File: config.mk
export PLATFORM = sky130hd
export DESIGN_NAME = bht_access_ctrl
export DESIGN_NICKNAME = d
export VERILOG_FILES = /design/src/rtl/bht_pkg.sv /design/src/rtl/bht_upd_fifo.sv /design/src/rtl/bht_access_ctrl.sv
export SDC_FILE = /design/constraint.sdc
export NUM_CORES = 1
export LEC_CHECK = 0
export CAP_MARGIN = 20
export CORE_ASPECT_RATIO = 2
export CORE_UTILIZATION = 35
export DETAILED_ROUTE_END_ITERATION = 10
export PLACE_DENSITY = 0.67
export SYNTH_ARGS = -nofsm -noshare
export SYNTH_HDL_FRONTEND = slang
export SYNTH_HIERARCHICAL = 1
export SYNTH_SLANG_ARGS = --single-unit
File: constraint.sdc
create_clock -name clk -period 5.6 [get_ports clk]
set_clock_uncertainty 0.1 [all_clocks]
set_input_delay 1.68 -clock clk [delete_from_list [all_inputs] [get_ports clk]]
set_output_delay 1.68 -clock clk [all_outputs]
set_load 0.05 [all_outputs]
File: src/rtl/bht_pkg.sv
// Shared types and helpers for the branch history table access controller.
package bht_pkg;

    typedef enum logic [1:0] {
        IDLE   = 2'd0,
        UPD_RD = 2'd1,
        UPD_WR = 2'd2
    } bht_state_e;

    localparam logic [1:0] SNT = 2'b00;
    localparam logic [1:0] WNT = 2'b01;
    localparam logic [1:0] WT  = 2'b10;
    localparam logic [1:0] ST  = 2'b11;

    function automatic logic [1:0] sat_update(input logic [1:0] ctr, input logic taken);
        logic [1:0] nxt;
        nxt = ctr;
        if (taken) begin
            if (ctr != ST) nxt = ctr + 2'd1;
        end else begin
            if (ctr != SNT) nxt = ctr - 2'd1;
        end
        return nxt;
    endfunction

endpackage

File: src/rtl/bht_upd_fifo.sv
// Pending-update FIFO of {addr, taken} entries with a registered head.
module bht_upd_fifo
    import bht_pkg::*;
#(
    parameter int unsigned AW    = 5,
    parameter int unsigned DEPTH = 4
) (
    input  logic                   clk,
    input  logic                   arst_n,
    input  logic                   push,
    input  logic [AW-1:0]          push_addr,
    input  logic                   push_taken,
    input  logic                   pop,
    output logic                   full,
    output logic                   empty,
    output logic [$clog2(DEPTH):0] count,
    output logic [AW-1:0]          head_addr,
    output logic                   head_taken
);
    localparam int unsigned PW = $clog2(DEPTH);

    logic [AW:0]   mem_q [DEPTH];
    logic [AW:0]   mem_d [DEPTH];
    logic [PW-1:0] wr_ptr_q, wr_ptr_d;
    logic [PW-1:0] rd_ptr_q, rd_ptr_d;
    logic [PW:0]   count_q, count_d;
    logic [AW:0]   head_q, head_d;
    logic          do_push, do_pop;

    // DEPTH is a power of two, so the count MSB alone marks full.
    assign full       = count_q[PW];
    assign empty      = (count_q == '0);
    assign count      = count_q;
    assign head_addr  = head_q[AW:1];
    assign head_taken = head_q[0];

    // A push while full is refused even if a pop frees a slot this cycle.
    assign do_push = push & ~full;
    assign do_pop  = pop & ~empty;

    always_comb begin
        mem_d    = mem_q;
        wr_ptr_d = wr_ptr_q;
        rd_ptr_d = rd_ptr_q;
        count_d  = count_q;
        if (do_push) begin
            mem_d[wr_ptr_q] = {push_addr, push_taken};
            wr_ptr_d        = wr_ptr_q + 1'b1;
        end
        if (do_pop) begin
            rd_ptr_d = rd_ptr_q + 1'b1;
        end
        unique case ({do_push, do_pop})
            2'b10:   count_d = count_q + 1'b1;
            2'b01:   count_d = count_q - 1'b1;
            default: count_d = count_q;
        endcase
        head_d = mem_d[rd_ptr_d];
    end

    always_ff @(posedge clk) begin
        mem_q <= mem_d;
    end

    always_ff @(posedge clk or negedge arst_n) begin
        if (!arst_n) begin
            wr_ptr_q <= '0;
            rd_ptr_q <= '0;
            count_q  <= '0;
            head_q   <= '0;
        end else begin
            wr_ptr_q <= wr_ptr_d;
            rd_ptr_q <= rd_ptr_d;
            count_q  <= count_d;
            head_q   <= head_d;
        end
    end

endmodule

File: src/rtl/bht_access_ctrl.sv
// Single-port BHT sequencer: arbitrates fetch lookups against queued resolution
// updates. Define BHT_FWD_EN to forward the counter being written to a matching lookup.
module bht_access_ctrl
    import bht_pkg::*;
#(
    parameter int unsigned LOWER      = 5,
    parameter int unsigned FIFO_DEPTH = 4,
    parameter int unsigned STARVE_MAX = 8
) (
    input  logic             clk,
    input  logic             arst_n,
    input  logic             lk_valid,
    input  logic [LOWER-1:0] lk_addr,
    output logic             lk_ready,
    output logic             pred_valid,
    output logic             pred_taken,
    input  logic             upd_valid,
    input  logic [LOWER-1:0] upd_addr,
    input  logic             upd_taken,
    output logic             upd_ready,
    output logic             tbl_en,
    output logic             tbl_we,
    output logic [LOWER-1:0] tbl_addr,
    output logic [1:0]       tbl_wdata,
    input  logic [1:0]       tbl_rdata,
    output logic             busy
);
    localparam int unsigned SW = $clog2(STARVE_MAX + 1);
    localparam int unsigned CW = $clog2(FIFO_DEPTH) + 1;

    bht_state_e       state_q, state_d;
    logic [SW-1:0]    starve_q, starve_d;
    logic [1:0]       ctr_q, ctr_d;
    logic             run_q, run_d;
    logic             pred_valid_q, pred_valid_d;
    logic             fwd_q, fwd_d;
    logic             fwd_taken_q, fwd_taken_d;

    logic             fifo_full, fifo_empty, fifo_push, fifo_pop;
    logic [CW-1:0]    fifo_count;
    logic [LOWER-1:0] head_addr;
    logic             head_taken;
    logic             force_upd, lk_acc, fwd_acc;
    logic [1:0]       wr_ctr;

    // run_q keeps every handshake output low until the first edge after reset.
    assign run_d     = 1'b1;
    assign upd_ready = run_q & ~fifo_full;
    assign fifo_push = upd_valid & upd_ready;

    bht_upd_fifo #(
        .AW    (LOWER),
        .DEPTH (FIFO_DEPTH)
    ) u_fifo (
        .clk        (clk),
        .arst_n     (arst_n),
        .push       (fifo_push),
        .push_addr  (upd_addr),
        .push_taken (upd_taken),
        .pop        (fifo_pop),
        .full       (fifo_full),
        .empty      (fifo_empty),
        .count      (fifo_count),
        .head_addr  (head_addr),
        .head_taken (head_taken)
    );

    assign force_upd = (starve_q == SW'(STARVE_MAX)) | fifo_full;
    assign wr_ctr    = sat_update(ctr_q, head_taken);

    always_comb begin
        state_d   = state_q;
        ctr_d     = ctr_q;
        lk_ready  = 1'b0;
        lk_acc    = 1'b0;
        fwd_acc   = 1'b0;
        fifo_pop  = 1'b0;
        tbl_en    = 1'b0;
        tbl_we    = 1'b0;
        tbl_addr  = '0;
        tbl_wdata = '0;
        unique case (state_q)
            IDLE: begin
                if (run_q) begin
                    lk_ready = ~force_upd;
                    if (lk_valid && !force_upd) begin
                        lk_acc   = 1'b1;
                        tbl_en   = 1'b1;
                        tbl_addr = lk_addr;
                    end else if (!fifo_empty) begin
                        tbl_en   = 1'b1;
                        tbl_addr = head_addr;
                        state_d  = UPD_RD;
                    end
                end
            end
            UPD_RD: begin
                ctr_d   = tbl_rdata;
                state_d = UPD_WR;
            end
            UPD_WR: begin
                tbl_en    = 1'b1;
                tbl_we    = 1'b1;
                tbl_addr  = head_addr;
                tbl_wdata = wr_ctr;
                fifo_pop  = 1'b1;
                state_d   = IDLE;
`ifdef BHT_FWD_EN
                lk_ready = (lk_addr == head_addr);
                fwd_acc  = lk_valid & lk_ready;
`endif
            end
            default: state_d = IDLE;
        endcase
    end

    always_comb begin
        starve_d = starve_q;
        if (fifo_pop) begin
            starve_d = fwd_acc ? SW'(1) : '0;
        end else if (fifo_empty) begin
            starve_d = '0;
        end else if (lk_acc) begin
            starve_d = starve_q + 1'b1;
        end
        pred_valid_d = lk_acc | fwd_acc;
        fwd_d        = fwd_acc;
        fwd_taken_d  = wr_ctr[1];
    end

    assign pred_valid = pred_valid_q;
    assign pred_taken = pred_valid_q & (fwd_q ? fwd_taken_q : tbl_rdata[1]);
    assign busy       = (fifo_count != '0) | (state_q != IDLE);

    always_ff @(posedge clk or negedge arst_n) begin
        if (!arst_n) begin
            state_q      <= IDLE;
            starve_q     <= '0;
            ctr_q        <= '0;
            run_q        <= 1'b0;
            pred_valid_q <= 1'b0;
            fwd_q        <= 1'b0;
            fwd_taken_q  <= 1'b0;
        end else begin
            state_q      <= state_d;
            starve_q     <= starve_d;
            ctr_q        <= ctr_d;
            run_q        <= run_d;
            pred_valid_q <= pred_valid_d;
            fwd_q        <= fwd_d;
            fwd_taken_q  <= fwd_taken_d;
        end
    end

endmodule

==> reports/results.ini, run 1 <==
[die]
die_x_um=58.9
core_sq_mm=0.00626
rows=41
start_util_pct=36.2
die_area_sq_mm=0.00681
die_height_um=116
num_io_pins=31

[final_layout]
drive_above_1_share_pct=26.8
fillers=587
synthToLayoutAreaGrowth_pct=27.3
antenna_cells=0
final_cell_mix=mux2_2, clkdlybuf4s50_1, dfxtp_1
finalInstanceArea_sq_mm=0.00288
nets=237
final_common_cell=mux2_2
fin_util_pct=46.0

[grt]
grt_pass1_wl_um=7020
grtUsageTotal_pct=14.2
overflow=0
antenna_found_initial=0
grt_max_degree=24
grt_pass1_vias=1465

[logic_synthesis]
synth-seq-area-share_pct=46.7
synth.top_cell.area_share_pct=25.4
async_flop_share_pct=48.9
yosysUniqueCellTypes=46
synth_flop_cell=dfxtp_1
synth_warnings=6
ys_ff_latch=47
synth_area_leaders=dfrtp_1, dfxtp_1, mux2_2
postSynthCellCount=177
syn-num-nets=202
synthesis.area_sq_mm=0.00226
synth-edff-count=0
syn_area_per_cell_sq_um=12.8
synth_area_leader_cell=dfrtp_1

[route]
vias=1440
drtAntennaViolNets=0
drc=0
viasPerCell=4.82
drt-initial-drc-count=22
drt-total-wl_um=4240
first_pass_iters=3
wire_per_inst_um=14.2

[placed_design]
dp_hpwl_um=3280
place_area_sq_mm=0.00270
io_buffers=30
place_ws_ns=0.439
gp_congestion=0.779

[sta]
timing.final.ws_setup_ns=0.439
slew-limit-headroom_pct=59.6
fin_crit_ns=5.16
hold_viol_final=0
tns_ns=0
worstMarginPinSlew_ns=0.601
setup_violations=0
clock.fmax_mhz=194
rsz0062_at_grt=no
drv_slew=0
min_period_over_period_pct=92.2

[critical_path]
cp_max_fo=4
path_class=in2out
cp-start-kind=input pin
cp-startpoint=lk_valid
required_ns=3.82
r2r-start=u_fifo/count[2]
crit_path_end_kind=output port
arrival_ns=3.38

[flow_run]
cap_violations=0

[min_path]
hold_class=reg2reg
worstHoldStart=u_fifo/mem_q[9]

[clock_network]
cts-hold-fix-buffers=0
clkSlewWorstSetupHoldPaths_ns=0.06
ctsResizeCount=0
clock_path_buffers=2
clock_sinks=47
post_cts_buffers=0
numCtsBuffers=5
root_buffer=clkbuf_16
cts_tree=built
htreeDepth=2
clk_latency_ns=0.29

[run_status]
status=complete, no violations

[power]
max-vdd-ir-drop_uv=214
power.density_mw_per_mm2=610
power.leakage_uw=0.00133

-- state kept, by name, indices dropped and copies added, names as in the netlist --
signal,cells
run_q,1
u_fifo/wr_ptr_q,2
u_fifo/rd_ptr_q,2
u_fifo/mem_q,24
ctr_q,2
state_q,2
pred_valid,1
starve_q,4
u_fifo/count,3
u_fifo/head_q,6
-- per-layer routing --
layer / global-route usage [%] / part of all wire [%]
met1: 14.1 / 36
met2: 25.8 / 58
met5: 0 / 0
met4: 8.57 / 3.4
met3: 3.13 / 2.5
-- area by class of cell --
type | count | area [sq um] | share of cell area, %
multi-input cells | 102 | 1090 | 37.8
flip-flops and latches | 47 | 1060 | 36.7
repair buffers | 32 | 385 | 13.4
clock buffers | 7 | 143 | 4.95
well taps | 86 | 108 | 3.74
inverters | 24 | 90.1 | 3.13
clock inverters | 1 | 8.76 | 0.304
-- through the flow --
step	cells	total power, uW	hold WS (ns)
finish	299	1760	0.371
global route	299	1870	0.383
CTS	298	1780	0.371
detailed placement	290	1470	0.356
global placement	290	1450	0.339
floorplan	177	1230	0.332
-- cells by family (layout without fill, tap and decap cells) --
logic type | after synthesis | in the layout | synth area share, %
AO/OA/AOI/OAI | 15 | 15 | 6.41
AND/OR/NAND/NOR | 35 | 35 | 11.7
flip-flops | 47 | 47 | 46.7
multiplexers | 37 | 37 | 21.6
XOR/XNOR | 6 | 6 | 3.48
buffers and inverters | 28 | 64 | 5.20
adder cells (fa/ha/maj) | 8 | 8 | 4.75
other | 1 | 1 | 0.166
-- worst paths after layout --
| kind | depth (start not counted) | to | slack [ns] |
|---|---|---|---|
| setup / recovery | 5 | tbl_en | 0.44 |
| min in group asynchronous | 1 | u_fifo/wr_ptr_q[1] | 1.52 |
| hold reg to reg | 1 | u_fifo/mem_q[9] | 0.37 |
| hold / removal | 1 | u_fifo/mem_q[9] | 0.37 |
| max in group asynchronous | 2 | state_q[0] | 3.50 |
| setup reg to reg | 10 | u_fifo/count[2] | 2.90 |
-- Yosys cell counts (all sizes together) (2+ instances only) --
| cell | count |
|---|---|
| mux2 | 29 |
| dfxtp | 24 |
| inv | 24 |
| dfrtp | 23 |
| ha | 7 |
| nor3 | 7 |
| mux4 | 6 |
| o32ai | 5 |
| nand2b | 4 |
| nand3b | 4 |
| buf | 3 |
| nor2 | 3 |
| xnor2 | 3 |
| xor2 | 3 |
| a21oi | 2 |
| and2 | 2 |
| mux2i | 2 |
| nand2 | 2 |
| nand3 | 2 |
| o21ai | 2 |
| or2 | 2 |
| or4 | 2 |
-- critical path, stage by stage --
cell,delay [ns]
clkdlybuf4s50_1,0.49
nand2b_1,0.11
nor2_1,0.15
o311a_2,0.17
clkdlybuf4s50_1,0.79
-- where the power goes --
part | leakage (uW) | total (uW) | internal [uW] | switching [uW]
combinational | 0.000763 | 853 | 424 | 430
sequential | 0.000489 | 603 | 496 | 106
clock | 0.0000745 | 301 | 179 | 122
total | 0.00133 | 1760 | 1100 | 658
Power figures use the tool's default switching activity.
==> run 2, diff against run 1 <==
--- a/config.mk
+++ b/config.mk
@@ -9,7 +9,8 @@
 export CORE_ASPECT_RATIO = 2
 export CORE_UTILIZATION = 35
 export DETAILED_ROUTE_END_ITERATION = 10
-export PLACE_DENSITY = 0.67
+export DONT_BUFFER_PORTS = 1
+export PLACE_DENSITY = 0.55
 export SYNTH_ARGS = -nofsm -noshare
 export SYNTH_HDL_FRONTEND = slang
 export SYNTH_HIERARCHICAL = 1
==> reports/results.ini, run 2 (same netlist as run 1, synthesis figures left out) <==
[run_status]
status=complete, no violations

[clock_network]
clock_sinks=47  ; unchanged
clk_latency_ns=0.29  ; about the same
clock_path_buffers=2  ; unchanged
htreeDepth=2  ; unchanged
ctsResizeCount=0  ; unchanged
root_buffer=clkbuf_16
post_cts_buffers=0  ; unchanged
clkSlewWorstSetupHoldPaths_ns=0.07  ; about the same
numCtsBuffers=5  ; unchanged
cts-hold-fix-buffers=0  ; unchanged
cts_tree=built

[route]
drt-initial-drc-count=53  ; +140%
drtAntennaViolNets=0  ; unchanged
first_pass_iters=4  ; +1
drt-total-wl_um=4590  ; +8.2%
drc=0  ; unchanged
viasPerCell=5.01  ; +4.1%
wire_per_inst_um=17.0  ; +20%
vias=1349  ; -6.3%

[critical_path]
path_class=in2out
crit_path_end_kind=output port
cp-start-kind=input pin
cp_max_fo=5  ; +1
arrival_ns=2.87  ; -0.51 ns
required_ns=3.82  ; about the same

[sta]
slew-limit-headroom_pct=30.6  ; -29 points
worstMarginPinSlew_ns=1.04  ; +0.443 ns
drv_slew=0  ; unchanged
clock.fmax_mhz=215  ; +11%
fin_crit_ns=4.65  ; -0.507 ns
setup_violations=0  ; unchanged
min_period_over_period_pct=83.1  ; -9.1 points
rsz0062_at_grt=no
timing.final.ws_setup_ns=0.946  ; +0.507 ns
hold_viol_final=0  ; unchanged
tns_ns=0  ; unchanged

[placed_design]
dp_hpwl_um=3500  ; +6.7%
gp_congestion=0.688  ; -12%
place_ws_ns=0.996  ; +0.557 ns
io_buffers=0  ; -100%

[final_layout]
largest_reg_flops=24  ; unchanged
synthToLayoutAreaGrowth_pct=13.3
final_cell_mix=mux2_2, dfxtp_1, inv_1, dfrtp_1
final_common_cell=mux2_2
drive_above_1_share_pct=31.7  ; +4.9 points
reg_top3=u_fifo/mem_q (24), u_fifo/head_q (6), starve_q (4)
antenna_cells=0  ; unchanged
nets=207  ; -13%
largest-register=u_fifo/mem_q

[grt]
grt_pass1_vias=1494  ; +2.0%
grtUsageTotal_pct=14.7  ; +0.53 points
grt_pass1_wl_um=7220  ; +2.9%
grt_max_degree=24  ; unchanged
overflow=0  ; unchanged
antenna_found_initial=0  ; unchanged

[power]
power.leakage_uw=0.00120  ; -9.4%
max-vdd-ir-drop_uv=246  ; +15%
power.density_mw_per_mm2=660  ; +8.2%
finalPower_uw=1690  ; -3.7%

[die]
die_height_um=116  ; unchanged
core_sq_mm=0.00626  ; unchanged
die_area_sq_mm=0.00681  ; unchanged
rows=41  ; unchanged
start_util_pct=36.2  ; unchanged
die_x_um=58.9  ; unchanged
num_io_pins=31  ; unchanged

[flow_run]
cap_violations=0  ; unchanged

[min_path]
hold_class=reg2reg

run 2: cell count changes in the layout (fill, tap and decap cells not counted), sizes merged:
cell and delta:
clkbuf -1, clkdlybuf4s50 -25, clkinv +1, buf -5
run 2: critical path, cell delays in order:
cell and delay [ns]:
nand2b_1 0.08, nor3_1 0.72, o32ai_2 0.39
run 2: area by class of cell:
cell class                      count  area (sq um)
Clock buffer                        6           150
Inverter                           24          90.1
Multi-Input combinational cell    102          1130
Clock inverter                      2          17.5
Tap cell                           86           108
Timing Repair Buffer                2          15.0
Fill cell                         617          3690
Sequential cell                    47          1060
run 2: path summary, 6_finish.rpt:
path                                       start          endpoint  slack, ns  depth (start not counted)
worst max-delay path                    lk_valid       tbl_addr[1]       0.95                          3
worst min-delay path            u_fifo/mem_q[10]  u_fifo/mem_q[10]       0.37                          1
worst max register to register   u_fifo/count[2]   u_fifo/count[2]       2.58                         10
worst min register to register  u_fifo/mem_q[10]  u_fifo/mem_q[10]       0.37                          1
max in group asynchronous                 arst_n  u_fifo/head_q[0]       4.34                          0
min in group asynchronous                 arst_n  u_fifo/head_q[5]       0.98                          0
run 2: per-stage QoR:
| step | hold WS [ns] | instance area, sq um | std cells | util (%) |
|---|---|---|---|---|
| CTS | 0.373 | 2560 | 269 | 41.0 |
| detailed placement | 0.357 | 2400 | 261 | 38.3 |
| global route | 0.389 | 2560 | 269 | 41.0 |
| floorplan | 0.332 | 2260 | 177 | - |
| global placement | 0.338 | 2400 | 261 | 38.3 |
| finish | 0.370 | 2560 | 269 | 41.0 |
run 2: metal layers:
metal  GRT usage, %  part of all wire, %
met5              0                    0
met3           4.24                  4.1
met2           27.9                   59
met4           9.05                  3.2
met1           12.9                   33
run 2: where the power goes:
group	switching (uW)	total, uW	internal [uW]	leakage, uW
clock network	129	324	195	0.0000826
logic	419	751	332	0.000630
registers	122	619	497	0.000489
